$ cat src/rtl/uart_rx_word_packer_pkg.sv
// Shared types for the UART receive word packer: byte/word types and byte-lane mapping.
// No logic; no latency; no backpressure.
// Lane mapping is the only place that knows about byte order.
package uart_word_pkg;
    localparam int BYTES_PER_WORD = 4;

    typedef logic [7:0]  byte_t;
    typedef logic [31:0] word_t;
    typedef logic [1:0]  lane_idx_t;

    function automatic lane_idx_t lane_of(input lane_idx_t idx, input bit msb_first);
        return msb_first ? lane_idx_t'(BYTES_PER_WORD - 1) - idx : idx;
    endfunction
endpackage

$ cat src/rtl/uart_rx_word_packer_if.sv
// Byte-in / word-out bundle between the UART receiver, the packer and the core.
// Pure wiring; no latency.
// Core-side pop is the only flow control; byte side has none (overruns are flagged).
interface uart_rx_word_packer_if #(
    parameter int DEPTH = 4
);
    import uart_word_pkg::*;

    localparam int CW = $clog2(DEPTH + 1);

    logic          wb_flag;
    byte_t         wb_data;
    logic          pop;
    logic          clear_ovf;
    word_t         word_out;
    logic          word_valid;
    logic [CW-1:0] word_count;
    logic [1:0]    partial_bytes;
    logic          overflow;

    modport master (
        output wb_flag, wb_data, pop, clear_ovf,
        input  word_out, word_valid, word_count, partial_bytes, overflow
    );

    modport slave (
        input  wb_flag, wb_data, pop, clear_ovf,
        output word_out, word_valid, word_count, partial_bytes, overflow
    );
endinterface

$ cat src/rtl/uart_rx_word_packer_fifo.sv
// Synchronous show-ahead FIFO: head entry presented on dout while not empty (zero when empty).
// Latency: push visible on dout the cycle after it is written.
// Push while full is accepted only if a pop frees a slot the same cycle; pop while empty is ignored.
module uart_word_fifo #(
    parameter int  DEPTH = 4,
    parameter type T     = logic [31:0]
) (
    input  logic                         clock,
    input  logic                         reset,
    input  logic                         push,
    input  logic                         pop,
    input  T                             din,
    output T                             dout,
    output logic                         full,
    output logic                         empty,
    output logic [$clog2(DEPTH + 1)-1:0] count
);
    localparam int AW = $clog2(DEPTH);
    localparam int CW = $clog2(DEPTH + 1);

    T              mem [DEPTH];
    logic [AW-1:0] rd_ptr;
    logic [AW-1:0] wr_ptr;
    logic          do_pop;
    logic          do_push;

    assign empty   = (count == '0);
    assign full    = (count == CW'(DEPTH));
    assign do_pop  = pop & ~empty;
    assign do_push = push & (~full | do_pop);

    always_comb begin
        dout = '0;
        if (!empty) dout = mem[rd_ptr];
    end

    always_ff @(posedge clock) begin
        if (do_push) mem[wr_ptr] <= din;
    end

    // Pointers rely on DEPTH being a power of two for natural wrap.
    always_ff @(posedge clock) begin
        if (reset) begin
            rd_ptr <= '0;
            wr_ptr <= '0;
            count  <= '0;
        end else begin
            if (do_push) wr_ptr <= wr_ptr + AW'(1);
            if (do_pop)  rd_ptr <= rd_ptr + AW'(1);
            case ({do_push, do_pop})
                2'b10:   count <= count + CW'(1);
                2'b01:   count <= count - CW'(1);
                default: count <= count;
            endcase
        end
    end
endmodule

$ cat src/rtl/uart_rx_word_packer.sv
// Packs UART bytes (one per wb_flag rising edge) into 32-bit words queued in a show-ahead FIFO.
// Latency: 4th byte strobe in cycle N -> word at FIFO head in N+1. Optional partial flush: UART_RX_TIMEOUT_FLUSH_EN.
// No backpressure to the UART: a completed word arriving at a full FIFO (no pop) is dropped and sets sticky overflow.
module uart_rx_word_packer
    import uart_word_pkg::*;
#(
    parameter int DEPTH          = 4,
    parameter bit MSB_FIRST      = 1'b0,
    parameter int TIMEOUT_CYCLES = 50000
) (
    input  logic                 clock,
    input  logic                 reset,
    uart_rx_word_packer_if.slave bus
);
    localparam int CW = $clog2(DEPTH + 1);

    logic          prev_flag;
    lane_idx_t     byte_idx;
    word_t         lanes;
    word_t         merged;
    word_t         push_word;
    logic          byte_stb;
    logic          complete;
    logic          flush;
    logic          push;
    logic          drop;
    logic          full;
    logic          empty;
    logic          overflow_q;
    logic [CW-1:0] count;

    assign byte_stb = bus.wb_flag & ~prev_flag;
    assign complete = byte_stb & (byte_idx == lane_idx_t'(BYTES_PER_WORD - 1));

    always_comb begin
        merged = lanes;
        merged[8*int'(lane_of(byte_idx, MSB_FIRST)) +: 8] = bus.wb_data;
    end

`ifdef UART_RX_TIMEOUT_FLUSH_EN
    localparam int TW = $clog2(TIMEOUT_CYCLES + 1);

    logic [TW-1:0] idle_cnt;

    // A byte arriving in the timeout cycle takes priority over the flush.
    assign flush = ~byte_stb & (byte_idx != '0) & (idle_cnt == TW'(TIMEOUT_CYCLES - 1));

    always_ff @(posedge clock) begin
        if (reset || byte_stb || flush) begin
            idle_cnt <= '0;
        end else if (byte_idx != '0) begin
            idle_cnt <= idle_cnt + TW'(1);
        end
    end
`else
    assign flush = 1'b0;
`endif

    assign push      = complete | flush;
    assign push_word = complete ? merged : lanes;
    assign drop      = push & full & ~bus.pop;

    always_ff @(posedge clock) begin
        if (reset) begin
            prev_flag  <= 1'b0;
            byte_idx   <= '0;
            lanes      <= '0;
            overflow_q <= 1'b0;
        end else begin
            prev_flag <= bus.wb_flag;
            // A push always realigns the stream, even if the word is dropped.
            if (push) begin
                byte_idx <= '0;
                lanes    <= '0;
            end else if (byte_stb) begin
                byte_idx <= byte_idx + lane_idx_t'(1);
                lanes    <= merged;
            end
            if (drop) begin
                overflow_q <= 1'b1;
            end else if (bus.clear_ovf) begin
                overflow_q <= 1'b0;
            end
        end
    end

    uart_word_fifo #(
        .DEPTH (DEPTH),
        .T     (word_t)
    ) u_fifo (
        .clock (clock),
        .reset (reset),
        .push  (push),
        .pop   (bus.pop),
        .din   (push_word),
        .dout  (bus.word_out),
        .full  (full),
        .empty (empty),
        .count (count)
    );

    assign bus.word_valid    = ~empty;
    assign bus.word_count    = count;
    assign bus.partial_bytes = byte_idx;
    assign bus.overflow      = overflow_q;
endmodule
$ cat src/flat_wrapper.sv
// flat-port wrapper written by rule: the top's interface ports become plain ports
module uart_rx_word_packer_flat import uart_word_pkg::*;
#(
    parameter int DEPTH          = 4,
    parameter bit MSB_FIRST      = 1'b0,
    parameter int TIMEOUT_CYCLES = 50000
)
  (clock, reset, bus_wb_flag, bus_wb_data, bus_pop, bus_clear_ovf, bus_word_out, bus_word_valid, bus_word_count, bus_partial_bytes, bus_overflow);
  uart_rx_word_packer_if #(.DEPTH(DEPTH)) bus_i ();
  input  logic clock;
  input  logic reset;
  input wire logic [$bits(bus_i.wb_flag)-1:0] bus_wb_flag;
  input wire logic [$bits(bus_i.wb_data)-1:0] bus_wb_data;
  input wire logic [$bits(bus_i.pop)-1:0] bus_pop;
  input wire logic [$bits(bus_i.clear_ovf)-1:0] bus_clear_ovf;
  output wire logic [$bits(bus_i.word_out)-1:0] bus_word_out;
  output wire logic [$bits(bus_i.word_valid)-1:0] bus_word_valid;
  output wire logic [$bits(bus_i.word_count)-1:0] bus_word_count;
  output wire logic [$bits(bus_i.partial_bytes)-1:0] bus_partial_bytes;
  output wire logic [$bits(bus_i.overflow)-1:0] bus_overflow;
  assign bus_i.wb_flag = bus_wb_flag;
  assign bus_i.wb_data = bus_wb_data;
  assign bus_i.pop = bus_pop;
  assign bus_i.clear_ovf = bus_clear_ovf;
  assign bus_word_out = bus_i.word_out;
  assign bus_word_valid = bus_i.word_valid;
  assign bus_word_count = bus_i.word_count;
  assign bus_partial_bytes = bus_i.partial_bytes;
  assign bus_overflow = bus_i.overflow;
  uart_rx_word_packer #(.DEPTH(DEPTH), .MSB_FIRST(MSB_FIRST), .TIMEOUT_CYCLES(TIMEOUT_CYCLES)) u_core (.clock(clock), .reset(reset), .bus(bus_i));
endmodule
$ cat config.mk
export PLATFORM = sky130hd
export DESIGN_NAME = uart_rx_word_packer_flat
export DESIGN_NICKNAME = d
export VERILOG_FILES = /design/src/rtl/uart_rx_word_packer_pkg.sv /design/src/rtl/uart_rx_word_packer_if.sv /design/src/rtl/uart_rx_word_packer_fifo.sv /design/src/rtl/uart_rx_word_packer.sv /design/src/flat_wrapper.sv
export SDC_FILE = /design/constraint.sdc
export NUM_CORES = 1
export LEC_CHECK = 0
export ABC_AREA = 1
export BUFFER_PORTS_ARGS = -buffer_cell sky130_fd_sc_hd__buf_2
export CORE_ASPECT_RATIO = 0.5
export CORE_MARGIN = 3
export CORE_UTILIZATION = 61
export CTS_CLUSTER_SIZE = 25
export DETAILED_ROUTE_END_ITERATION = 12
export PLACE_DENSITY = 0.8
export SLEW_MARGIN = 20
export SYNTH_ARGS = -nofsm -noshare
export SYNTH_HDL_FRONTEND = slang
export SYNTH_HIERARCHICAL = 1
export SYNTH_SLANG_ARGS = --single-unit
export TNS_END_PERCENT = 20
$ cat constraint.sdc
create_clock -name clock -period 6.3 [get_ports clock]
set_input_delay 0.63 -clock clock [delete_from_list [all_inputs] [get_ports clock]]
set_output_delay 0.63 -clock clock [all_outputs]
set_load 0.005 [all_outputs]
# After elaboration in Yosys (flattened, before gate mapping)
# Memory sizes are Yosys's and may differ from the RTL's. A register that Yosys moved wholly into a read port is not among the register bits.
# Cells that the tools add are included.
dict set report word_totals {
  rom_bits 0
  word_cells 45
  out_inout_bits 39
  n_memories 1
  input_bits 13
  ram_bits 128
  register_bits 43
  latch_bits 0
}
dict set report op_classes {
  shift 2
  add_sub_neg 6
  mul 0
  n_mux 10
  reduce_logical 4
  n_div 0
  bitwise_logic 11
  eq_ne 4
  magnitude_cmp 0
}
# name words word_bits rd rd_ports_with_merged_regs wr line
set mem_list {}
lappend mem_list {u_core.u_fifo.mem 4 32 1 1 1 uart_rx_word_packer_fifo.sv:21} ;# T mem [DEPTH];
# cell n
set ops {}
lappend ops {{two-way mux 32 bit} 2}
lappend ops {{negator 5 -> 33 bit} 1}
lappend ops {{variable shift 8 x 33 -> 32 bit (first input constant)} 1}
lappend ops {{variable part select 8 x 33 -> 32 bit} 1}
lappend ops {{bitwise mux 32 bit} 1}
lappend ops {{adder 2 x 1 -> 2 bit (second input constant)} 3}
lappend ops {{bitwise AND 1 bit} 6}
lappend ops {{case mux 3 bit (2 select lines)} 1}
lappend ops {{== test 2 bit (second input constant)} 2}
lappend ops {{two-way mux 1 bit} 4}
lappend ops {{two-way mux 2 bit} 2}
lappend ops {{NOT 1 bit} 4}
lappend ops {{nonzero test 2 bit} 2}
lappend ops {{adder 3 x 1 -> 3 bit (second input constant)} 1}
lappend ops {{== test 3 bit (second input constant)} 1}
lappend ops {{logical NOT 3 bit} 1}
lappend ops {{subtractor 3 x 1 -> 3 bit (second input constant)} 1}
lappend ops {{== test 2 x 1 -> 1 bit (second input constant)} 1}
lappend ops {{OR reduction 2 bit} 1}
lappend ops {{bitwise OR 1 bit} 1}

# Longest topological paths before layout
dict set report depth {
  ltp_word 7
  depth_mapped 13
  ltp_nobuf 12
}

# Modules after synthesis
# Netlist, hierarchy kept.
# mod seq_area_each_um2 n_inst cells_each area_per_inst_um2
set by_module_without_submodules {}
lappend by_module_without_submodules {uart_word_fifo 4023.9 1 444 5451.5}
lappend by_module_without_submodules {uart_rx_word_packer 720.7 1 420 2397.3}

# Least setup slack after synthesis
# Ideal clock, no wire load.
dict set report synth_path {
  kind {input-to-reg}
  start {input bus_wb_flag}
  end {memory u_core/u_fifo/mem[0][0] (netlist name) (enable)}
  arrival_time_ps 2568
  n_path_buf 1
  slack_ps 3311
  setup_time_ps 421
  path_stages 5
  required_ps 5879
  cell_sequence {nand2_1 -> nor2_4 -> buf_4 -> o21ai_4 -> nor2_1}
}
dict set report synth_via {
  elab_chain_cells 5
}
# item line
set synth_lines {}
lappend synth_lines {{start: declaration} flat_wrapper.sv:12} ;# input wire logic [$bits(bus_i.wb_flag)-1:0] bus_wb_flag;
lappend synth_lines {{bitwise AND 1 bit} uart_rx_word_packer.sv:32} ;# assign byte_stb = bus.wb_flag & ~prev_flag;
lappend synth_lines {{bitwise AND 1 bit} uart_rx_word_packer.sv:33} ;# assign complete = byte_stb & (byte_idx == lane_idx_t'(BYTES_PER_WORD - 1));
lappend synth_lines {{net u_core.complete} uart_rx_word_packer.sv:23} ;# logic complete;
lappend synth_lines {{bitwise AND 1 bit} uart_rx_word_packer_fifo.sv:30} ;# assign do_push = push & (~full | do_pop);
lappend synth_lines {{two-way mux 1 bit} uart_rx_word_packer_fifo.sv:38} ;# if (do_push) mem[wr_ptr] <= din;
lappend synth_lines {{two-way mux 1 bit (not written as such)} uart_rx_word_packer_fifo.sv:38}
lappend synth_lines {{end: declaration} uart_rx_word_packer_fifo.sv:21}
# The timed path passes the listed nets, and every way through them passes these cells.

==> results.yml <==
outcome:
  run_status: "completed"
worst_setup_path:
  reg2reg_to: "u_core/u_fifo/mem[1][16]"
  reg2reg_setup_slack_ps: 3430
  startpoint_type: "flop"
  slowest_delay_ps: 820
  end_kind: "output pin"
  cp_max_fo: 65
  path_depth: 5
  worstSetupEndpoint: "bus_word_out[4]"
  cp.arrival_ps: 2600
  path_buf_inv: 3
  cp_cell_sequence: "buf_4, inv_2, o21ai_0, a21oi_1, buf_2"
  path_delay_family: "buffers and inverters"
  r2r_start: "u_core/bus.partial_bytes[0]"
  r2r_cells: 6
  required_ps: 5670
  critPathSlowestCell: "inv_2"
  worstSetupPathType: "flop to output pin"
clock_tree:
  clk_path_buf_depth: 2
  root_buffer: "clkbuf_16"
  clock_latency_ps: 430
  cts_htree_levels: 4
  post_cts_buffers: 0
  numCtsBuffers: 17
  path_clk_slew_ps: 70
  ctsHoldBuffers: 0
  post_cts_resized: 0
  cts_tree: "done"
  cts_sinks: 173
die:
  coreArea_mm2: 0.0122
  initial_core_util: 0.644
  die_h_um: 86.2
  design.die.area_mm2: 0.0143
  std_cell_rows: 28
  fp.dieW_um: 166
  pin_count: 52
power_and_ir_drop:
  switching_share: 0.281
  leakagePower_nw: 3.72
  combPwrFrac: 0.132
  switching_power_mw: 0.734
  powerDensity_mw_per_mm2: 301
  seqPwrFrac: 0.480
  p_int_mw: 1.88
  pwr-share-clk: 0.388
  ir_worst_vdd_mv: 0.213
drt:
  vias: 5925
  drt-initial-drc-count: 725
  wirelength_mm: 16.7
  drc: 0
  vias_per_cell: 5.49
  firstDrtPassIters: 5
  wire_per_inst_um: 15.5
  antenna_left: 0
synth:
  ys_warn_count: 6
  avgSynthCellArea_um2: 9.08
  syn_area_mm2: 0.00785
  ys_seq_area_frac: 0.604
  synth_nets: 887
  synth_cell_type_count: 26
  netlist_instances: 864
  synth-seq-cells: 173
finish:
  seqCellArea_mm2: 0.00475
  drive_gt1_frac: 0.117
  final_nets: 925
  multi_input_area_mm2: 0.00253
  fin_cells: 1080
  n_fill_cell: 888
  fin_area_mm2: 0.00868
  areaGrowthSynthToFinish_pct: 10.6
  num_antenna_cells: 0
global_routing:
  grt_pass1_vias: 5361
  antenna_found_initial: 0
  grt_max_degree: 66
  grt_pass1_wl_mm: 26.9
  grtUsageTotal: 0.241
  grt_overflow: 0
timing:
  worst_pin_slew_ps: 1070
  rsz0062_at_grt: "no"
  min_period_ps: 3230
  fin_crit_sh: 0.513
  finalSetupViolCount: 0
  hold_violations: 0
  tns_ps: 0
  relSlewSlack: 0.284
  slew_violations: 0
  fmax_mhz: 309
  skew_ps: 15.1
  whs_ps: 439
placed_design:
  io_buffers: 51
  gp_congestion: 0.942
  postPlaceCellArea_mm2: 0.00808
  dp_hpwl_mm: 10.4
  dp.cells: 1048
hold_path:
  holdCritPathClass: "flop to flop"
flow_run:
  drv_cap: 0
## worst min-delay path by stage
stage,startpoint,to,cells after the start,slack (ps)
2_1_floorplan,u_core/lanes[24],u_core/lanes[24],2,410
3_3_place_gp,u_core/lanes[28],u_core/lanes[28],2,420
3_5_place_dp,u_core/lanes[30],u_core/lanes[30],2,430
4_1_cts,bus_wb_flag,u_core/prev_flag,3,440
5_1_grt,bus_wb_flag,u_core/prev_flag,3,470
6_report,u_core/lanes[30],u_core/lanes[30],2,440
## cells in the mapped netlist, drive strengths merged
cell type     instances  area [µm²]
dlymetal6s2s          1        12.5
a21oi                45         225
clkbuf                8        30.0
ha                    9         113
nor3                  3        15.0
nand2               180         686
nand4                 1        6.26
fa                    1        20.0
edfxtp              128        3840
dfxtp                45         901
o21ai                77         397
nor2                206         788
inv                  78         293
buf                  30         251
o22ai                 2        12.5
nand3                50         255
## worst reg2reg max path, cell delays in order (launching register included)
cell     delay [ps]
dfxtp_1         580
ha_1            240
inv_1            70
nor2_4          790
o21ai_4         240
nor2_2          140
buf_4           430
## per-stage QoR
step | total power, mW | worst slack [ps] | util
floorplan | 1.53 | 3310 | -
global placement | 1.62 | 3450 | 0.663
detailed placement | 1.62 | 3390 | 0.663
CTS | 2.63 | 3070 | 0.712
global route | 2.72 | 2900 | 0.712
finish | 2.61 | 3070 | 0.712
## cell type report
class                           count  area share
Multi-Input combinational cell    574       0.291
Tap cell                          165      0.0238
Timing Repair Buffer               58      0.0355
Clock buffer                       17      0.0490
Inverter                           78      0.0337
Clock inverter                     15      0.0202
Sequential cell                   173       0.547
## state kept, by name (all words and copies together) (netlist names), named ones only
register / flops
u_core/bus.overflow: 1
u_core/bus.partial_bytes: 2
u_core/lanes: 32
u_core/prev_flag: 1
u_core/u_fifo/count: 3
u_core/u_fifo/mem: 128
u_core/u_fifo/rd_ptr: 2
u_core/u_fifo/wr_ptr: 2
## per-layer routing
metal / global-route usage / wire, µm / up-vias
met1: 0.363 / 7690 / 2757
met3: 0.0497 / 1600 / 16
met4: 0.0719 / 203 / 0
met2: 0.359 / 7250 / 256
met5: 0 / 0 / -
li1: - / - / 2896
## power groups by stage
stage	Clock (mW)	Sequential [mW]	Combinational, mW
final	1.02	1.26	0.344
after floorplan	0	1.28	0.248
after global routing	1.08	1.26	0.387
after CTS	1.03	1.25	0.345
after global placement	0	1.28	0.337
after detailed placement	0	1.28	0.342
## cell families after synthesis
family / synth area share
compound gates: 0.0808
simple gates: 0.223
buf+inv: 0.0748
flops: 0.604
fa+ha+maj: 0.0169
## cells in the final DEF, fill, tap and decap left out, types with 38 or more instances in the layout
cell type,n
a21oi_1,45
o21ai_0,38
nand3_1,49
o21ai_1,38
dfxtp_1,44
nand2_1,178
edfxtp_1,128
buf_2,51
nor2_1,198
inv_1,74
No activity file was read; power rests on OpenSTA's default activity.
